===== src/rtl/mem_lsu.sv =====
// MEM stage: holds one EX instruction, runs one data-bus transaction for loads/stores, aligns load data.
// Latency: non-access ops valid the cycle after capture; accesses valid in DONE (gnt + rvalid min 2 cycles).
// Backpressure: stalls EX via mem_allowin while the bus is busy or mem_wb refuses; outputs hold meanwhile.
module mem_lsu #(
  parameter int XLEN          = 32,
  parameter int RF_ADDR_WIDTH = 5
) (
  input  logic                     clk,
  input  logic                     rst_n,
  input  logic                     pipe_flush,
  input  logic                     ex_valid,
  output logic                     mem_allowin,
  input  logic [XLEN-1:0]          ex_pc,
  input  logic [XLEN-1:0]          ex_inst,
  input  logic                     ex_req_rf,
  input  logic [RF_ADDR_WIDTH-1:0] ex_rf_waddr,
  input  logic [XLEN-1:0]          ex_alu_result,
  input  logic [XLEN-1:0]          ex_store_data,
  input  logic [3:0]               ex_ls_type,
  input  logic                     ex_exp_flag,
  output logic                     dbus_req,
  output logic                     dbus_we,
  output logic [XLEN-1:0]          dbus_addr,
  output logic [XLEN-1:0]          dbus_wdata,
  output logic [3:0]               dbus_be,
  input  logic                     dbus_gnt,
  input  logic                     dbus_rvalid,
  input  logic [XLEN-1:0]          dbus_rdata,
  input  logic                     wb_allowin,
  output logic                     mem_out_valid,
  output logic [XLEN-1:0]          mem_pc,
  output logic [XLEN-1:0]          mem_inst,
  output logic                     mem_req_rf,
  output logic [RF_ADDR_WIDTH-1:0] mem_rf_waddr,
  output logic [XLEN-1:0]          mem_wb_data,
  output logic                     mem_exp_flag,
  output logic                     mem_load_misal,
  output logic                     mem_store_misal
);

  localparam logic [3:0] LS_LB  = 4'b0001;
  localparam logic [3:0] LS_LH  = 4'b0010;
  localparam logic [3:0] LS_LW  = 4'b0011;
  localparam logic [3:0] LS_LBU = 4'b0100;
  localparam logic [3:0] LS_LHU = 4'b0101;
  localparam logic [3:0] LS_SB  = 4'b1001;
  localparam logic [3:0] LS_SH  = 4'b1010;
  localparam logic [3:0] LS_SW  = 4'b1011;

  typedef enum logic [2:0] {S_IDLE, S_REQ, S_WAIT, S_DONE, S_DRAIN} state_e;

  state_e                   state_q, state_d;
  logic                     stage_valid_q;
  logic [XLEN-1:0]          pc_q, inst_q, alu_q, sdata_q, ldata_q;
  logic                     req_rf_q, exp_q, access_q, is_load_q, is_store_q;
  logic                     load_misal_q, store_misal_q;
  logic [RF_ADDR_WIDTH-1:0] waddr_q;
  logic [3:0]               ls_type_q;

  logic ex_is_load, ex_is_store, ex_misal, ex_legal;
  logic ready_go, capture;
  logic [7:0]      ld_byte;
  logic [15:0]     ld_half;
  logic [XLEN-1:0] ld_ext;

  // Decode the offered instruction: access kind, misalignment, whether a bus access is needed.
  always_comb begin
    ex_is_load  = 1'b0;
    ex_is_store = 1'b0;
    ex_misal    = 1'b0;
    case (ex_ls_type)
      LS_LB, LS_LBU: ex_is_load = 1'b1;
      LS_LH, LS_LHU: begin ex_is_load = 1'b1;  ex_misal = ex_alu_result[0];      end
      LS_LW:         begin ex_is_load = 1'b1;  ex_misal = |ex_alu_result[1:0];   end
      LS_SB:         ex_is_store = 1'b1;
      LS_SH:         begin ex_is_store = 1'b1; ex_misal = ex_alu_result[0];      end
      LS_SW:         begin ex_is_store = 1'b1; ex_misal = |ex_alu_result[1:0];   end
      default: ;
    endcase
    ex_legal = (ex_is_load | ex_is_store) & ~ex_misal & ~ex_exp_flag;
  end

  // Handshake: only legal accesses wait for DONE; DRAIN refuses new work until the orphan response returns.
  always_comb begin
    ready_go      = ~access_q | (state_q == S_DONE);
    mem_out_valid = stage_valid_q & ready_go;
    mem_allowin   = (state_q != S_DRAIN) & (~stage_valid_q | (ready_go & wb_allowin));
    capture       = ex_valid & mem_allowin & ~pipe_flush;
  end

  // State register.
  always_ff @(posedge clk) begin
    if (!rst_n) state_q <= S_IDLE;
    else        state_q <= state_d;
  end

  // Next-state: a response is always consumed, even when a flush arrives with it.
  always_comb begin
    state_d = state_q;
    case (state_q)
      S_IDLE: begin
        if (capture && ex_legal) state_d = S_REQ;
      end
      S_REQ: begin
        if (pipe_flush)    state_d = S_IDLE;
        else if (dbus_gnt) state_d = S_WAIT;
      end
      S_WAIT: begin
        if (pipe_flush)       state_d = dbus_rvalid ? S_IDLE : S_DRAIN;
        else if (dbus_rvalid) state_d = S_DONE;
      end
      S_DONE: begin
        if (pipe_flush)      state_d = S_IDLE;
        else if (wb_allowin) state_d = (capture && ex_legal) ? S_REQ : S_IDLE;
      end
      S_DRAIN: begin
        if (dbus_rvalid) state_d = S_IDLE;
      end
      default: state_d = S_IDLE;
    endcase
  end

  // Output decode: request only in REQ, dropped immediately on flush; lanes derived from held address.
  always_comb begin
    dbus_req   = (state_q == S_REQ) & ~pipe_flush;
    dbus_we    = is_store_q;
    dbus_addr  = {alu_q[XLEN-1:2], 2'b00};
    dbus_wdata = sdata_q;
    dbus_be    = 4'b0000;
    case (ls_type_q)
      LS_LB, LS_LBU, LS_SB: begin
        dbus_wdata = {4{sdata_q[7:0]}};
        dbus_be    = 4'b0001 << alu_q[1:0];
      end
      LS_LH, LS_LHU, LS_SH: begin
        dbus_wdata = {2{sdata_q[15:0]}};
        dbus_be    = 4'b0011 << alu_q[1:0];
      end
      LS_LW, LS_SW: dbus_be = 4'hF;
      default: ;
    endcase
  end

  // Load alignment and sign/zero extension of the returned word.
  always_comb begin
    ld_byte = dbus_rdata[{alu_q[1:0], 3'b000} +: 8];
    ld_half = dbus_rdata[{alu_q[1], 4'b0000} +: 16];
    case (ls_type_q)
      LS_LB:   ld_ext = {{24{ld_byte[7]}}, ld_byte};
      LS_LBU:  ld_ext = {24'h000000, ld_byte};
      LS_LH:   ld_ext = {{16{ld_half[15]}}, ld_half};
      LS_LHU:  ld_ext = {16'h0000, ld_half};
      default: ld_ext = dbus_rdata;
    endcase
  end

  // Stage occupancy: flush kills, capture fills, a WB handshake empties.
  always_ff @(posedge clk) begin
    if (!rst_n)                          stage_valid_q <= 1'b0;
    else if (pipe_flush)                 stage_valid_q <= 1'b0;
    else if (capture)                    stage_valid_q <= 1'b1;
    else if (mem_out_valid & wb_allowin) stage_valid_q <= 1'b0;
  end

  // Held instruction fields, loaded on capture.
  always_ff @(posedge clk) begin
    if (!rst_n) begin
      pc_q <= '0; inst_q <= '0; alu_q <= '0; sdata_q <= '0;
      req_rf_q <= 1'b0; waddr_q <= '0; ls_type_q <= 4'b0000; exp_q <= 1'b0;
      access_q <= 1'b0; is_load_q <= 1'b0; is_store_q <= 1'b0;
      load_misal_q <= 1'b0; store_misal_q <= 1'b0;
    end else if (capture) begin
      pc_q          <= ex_pc;
      inst_q        <= ex_inst;
      alu_q         <= ex_alu_result;
      sdata_q       <= ex_store_data;
      req_rf_q      <= ex_req_rf;
      waddr_q       <= ex_rf_waddr;
      ls_type_q     <= ex_ls_type;
      exp_q         <= ex_exp_flag;
      access_q      <= ex_legal;
      is_load_q     <= ex_is_load & ex_legal;
      is_store_q    <= ex_is_store;
      load_misal_q  <= ex_is_load & ex_misal;
      store_misal_q <= ex_is_store & ex_misal;
    end
  end

  // Latch extended load data when the response arrives for a live access.
  always_ff @(posedge clk) begin
    if (!rst_n)                                               ldata_q <= '0;
    else if ((state_q == S_WAIT) && dbus_rvalid && !pipe_flush) ldata_q <= ld_ext;
  end

  // Result presented to mem_wb.
  always_comb begin
    mem_pc          = pc_q;
    mem_inst        = inst_q;
    mem_req_rf      = req_rf_q;
    mem_rf_waddr    = waddr_q;
    mem_wb_data     = is_load_q ? ldata_q : alu_q;
    mem_load_misal  = load_misal_q;
    mem_store_misal = store_misal_q;
    mem_exp_flag    = exp_q | load_misal_q | store_misal_q;
  end

endmodule


===== config.mk =====
export PLATFORM = sky130hd
export DESIGN_NAME = mem_lsu
export DESIGN_NICKNAME = d
export VERILOG_FILES = /design/src/rtl/mem_lsu.sv
export SDC_FILE = /design/constraint.sdc
export NUM_CORES = 1
export LEC_CHECK = 0
export CAP_MARGIN = 20
export CORE_ASPECT_RATIO = 0.5
export CORE_UTILIZATION = 44
export CTS_BUF_LIST = sky130_fd_sc_hd__clkbuf_8
export DETAILED_ROUTE_END_ITERATION = 16
export PLACE_DENSITY_LB_ADDON = 0.15
export SYNTH_ARGS = -nofsm -noshare
export SYNTH_HDL_FRONTEND = slang
export SYNTH_SLANG_ARGS = --single-unit
export TNS_END_PERCENT = 20

===== constraint.sdc =====
create_clock -name clk -period 2.7 [get_ports clk]
set_input_delay 0.54 -clock clk [delete_from_list [all_inputs] [get_ports clk]]
set_output_delay 0.54 -clock clk [all_outputs]
set_load 0.005 [all_outputs]

==> impl_metrics.json <==
{
  "min_path_type": "register to register",
  "final_antenna_net_count": 0,
  "final_cell_mix": "335 x nand2_1, 334 x clkdlybuf4s50_1, 175 x dfxtp_1",
  "fmax_mhz": 344,
  "wirelength_um": 26600,
  "grt_pass1_wl_um": 41700,
  "io_buffers": 352,
  "grt_setup_unrepaired": "yes",
  "die_w_um": 195,
  "fin_ws_ps": -204,
  "period_needed_ps": 2900,
  "dieArea_um2": 19300,
  "cp_slowest_cell": "clkdlybuf4s50_1",
  "cts_made_buffers": 17,
  "peakVddDrop_v": 0.000318,
  "insertion_delay_ps": 460,
  "vias": 8299,
  "setup_violations": 24,
  "die_h_um": 98.6,
  "synth_edf_count": 0,
  "grt_pass1_vias": 8114,
  "place_hpwl_um": 19200,
  "grt_overflow": 0,
  "crit_chain": "or3b_4 -> a21oi_4 -> buf_12 -> buf_12 -> buf_16 -> a22oi_1 -> nand2_1 -> clkdlybuf4s50_1",
  "worstPathMaxFanout": 8,
  "p_leak_nw": 4.62,
  "final_common_cell": "nand2_1",
  "cp_common_cell": "buf_12",
  "worst_pin_slew_ps": 774,
  "synthToLayoutAreaGrowth_pct": 49.3,
  "end_kind": "output port",
  "coreArea_um2": 17800,
  "grt_usage_pct": 27.0,
  "violations": "setup timing",
  "worst-setup-path-type": "register to output port",
  "skew_ps": 20.6,
  "synthesis.area_um2": 8210,
  "fin_setup_tns_ps": -2920,
  "cts-htree-levels": 4,
  "startpoint_type": "register",
  "place.gp.congestion": 0.883,
  "required_ps": 2160,
  "drt_iter0_drc": 551,
  "clock-root-buffer": "clkbuf_8",
  "grt_max_degree": 52,
  "finalCritPeriodShare_pct": 108,
  "drcViolationCount": 0,
  "cts.sinks": 180,
  "finalPower_mw": 5.77,
  "clockBufferDepth": 2,
  "ys_ff_latch": 180,
  "initial_core_util_pct": 46.1,
  "ys_seq_area_share_pct": 43.9,
  "slew_viol_final": 0,
  "slew_headroom_pct": 48.4,
  "num_rows": 34,
  "synth_cell_type_count": 59,
  "synth-main-ff-cell": "dfxtp_1",
  "fin_nets": 1524,
  "diodes": 0,
  "vias_per_cell": 5.21,
  "slowest_delay_ps": 500,
  "syn_inst": 1054,
  "wl_per_cell_um": 16.7,
  "arrival_ps": 2360,
  "syn_avg_cell_area_um2": 7.79,
  "p_per_area_nw_per_um2": 470,
  "yosysWarnings": 0,
  "status": "finished, violations left",
  "clk_pin_slew_ps": 90,
  "cts_tree": "built",
  "hold_viol": 0,
  "antenna_found_initial": 0,
  "ioPinCount": 355,
  "firstDrtPassIters": 5,
  "async_reset_ff_share_pct": 0,
  "drive_gt1_share_pct": 10.6,
  "cap_violations": 0
}
layout make-up:
| type | count | area [µm²] |
|---|---|---|
| Clock inverter | 15 | 163 |
| Inverter | 5 | 21.3 |
| Sequential cell | 180 | 3610 |
| Fill cell | 1434 | 5560 |
| Clock buffer | 17 | 234 |
| Tap cell | 234 | 293 |
| Multi-Input combinational cell | 751 | 3980 |
| Timing Repair Buffer | 391 | 3960 |
power breakdown:
part	leakage, nW	internal (mW)	switching (mW)
Sequential	1.47	2.75	0.0716
Combinational	2.95	0.637	0.449
Clock	0.204	0.702	1.16
Total	4.62	4.09	1.68
worst max-delay path, delay by kind of cell, from the launching register on:
kind | cells | cell delay (ps)
AOI/OAI and AO/OA | 2 | 230
and+or+nand+nor | 2 | 480
buffers and inverters | 4 | 850
DFF | 1 | 350
worst paths after layout:
path,from,slack (ps),cells after the start,to
worst max-delay path,ls_type_q[2]$_SDFFE_PN0P_,-200,8,dbus_wdata[27]
worst min-delay path,mem_pc[0]$_SDFFE_PN0P_,460,2,mem_pc[0]$_SDFFE_PN0P_
worst max register to register,ls_type_q[3]$_SDFFE_PN0P_,640,7,ldata_q[3]$_SDFFE_PN0P_
worst min register to register,mem_pc[0]$_SDFFE_PN0P_,460,2,mem_pc[0]$_SDFFE_PN0P_
metrics by stage:
stage / instance area [µm²] / std cells / util, % / setup WS [ps] / hold WS (ps)
finish: 12300 / 1593 / 68.8 / -204 / 457
CTS: 12300 / 1593 / 68.7 / -208 / 461
floorplan: 8220 / 1055 / - / 500 / 431
global placement: 11700 / 1551 / 65.7 / 47.9 / 441
detailed placement: 11700 / 1551 / 65.7 / -16.3 / 446
global route: 12300 / 1593 / 68.8 / -287 / 483
repair_timing:
| item | in CTS | in global routing |
|---|---|---|
| setup buffers | 9 | 0 |
| gates resized for setup | 27 | 5 |
| pin swaps | 2 | 0 |
| endpoints found under the setup margin | 26 | 29 |
| hold buffers | 0 | 0 |
| gates cloned | 1 | 0 |
cell usage after synthesis (2+ instances only):
library cell,instances,area [µm²]
nand2_1,335,1260
dfxtp_1,180,3600
a21oi_1,167,836
clkbuf_1,50,188
mux2_2,47,529
o21ai_0,47,235
buf_4,43,323
buf_2,20,100
a31oi_1,16,100
nand3_1,15,75.1
nor2_1,15,56.3
a211oi_1,11,82.6
a22oi_1,9,67.6
nor3_1,7,35.0
a21o_1,6,45.0
mux2i_1,6,60.1
nand3b_1,6,45.0
nor4_1,6,37.5
or2_2,6,37.5
buf_1,5,18.8
inv_1,4,15.0
nand2b_1,4,25.0
nor2b_1,4,25.0
a22o_1,3,26.3
and3_1,2,12.5
and4b_1,2,20.0
mux2_4,2,30.0
nand4_1,2,12.5
nor2_2,2,12.5
o31ai_1,2,15.0
xor2_1,2,17.5
logic make-up after synthesis:
logic type	share of synthesized area [%]
AOI/OAI and AO/OA	18.5
xor gates and xnor gates	0.213
adders and majority gates	0.122
buffers and inverters	8.03
DFF	43.9
muxes	7.54
other	0.0457
and+or+nand+nor	21.6
state kept, by name (all words and copies together), names as in the netlist, 3 cells and up:
signal and flops:
sdata_q 32, ldata_q 32, mem_inst 32, state_q 3, alu_q 32, mem_pc 32
mem_rf_waddr 5, ls_type_q 4
layer usage:
metal,global-route usage [%],vias to the layer above,part of all wire (%)
met5,0,-,0
met4,9.33,0,2.2
met3,6.78,42,7.5
met2,46.6,299,47
met1,32.9,3854,43
li1,-,4104,-
Note: power is estimated with default switching activity, not from simulation.
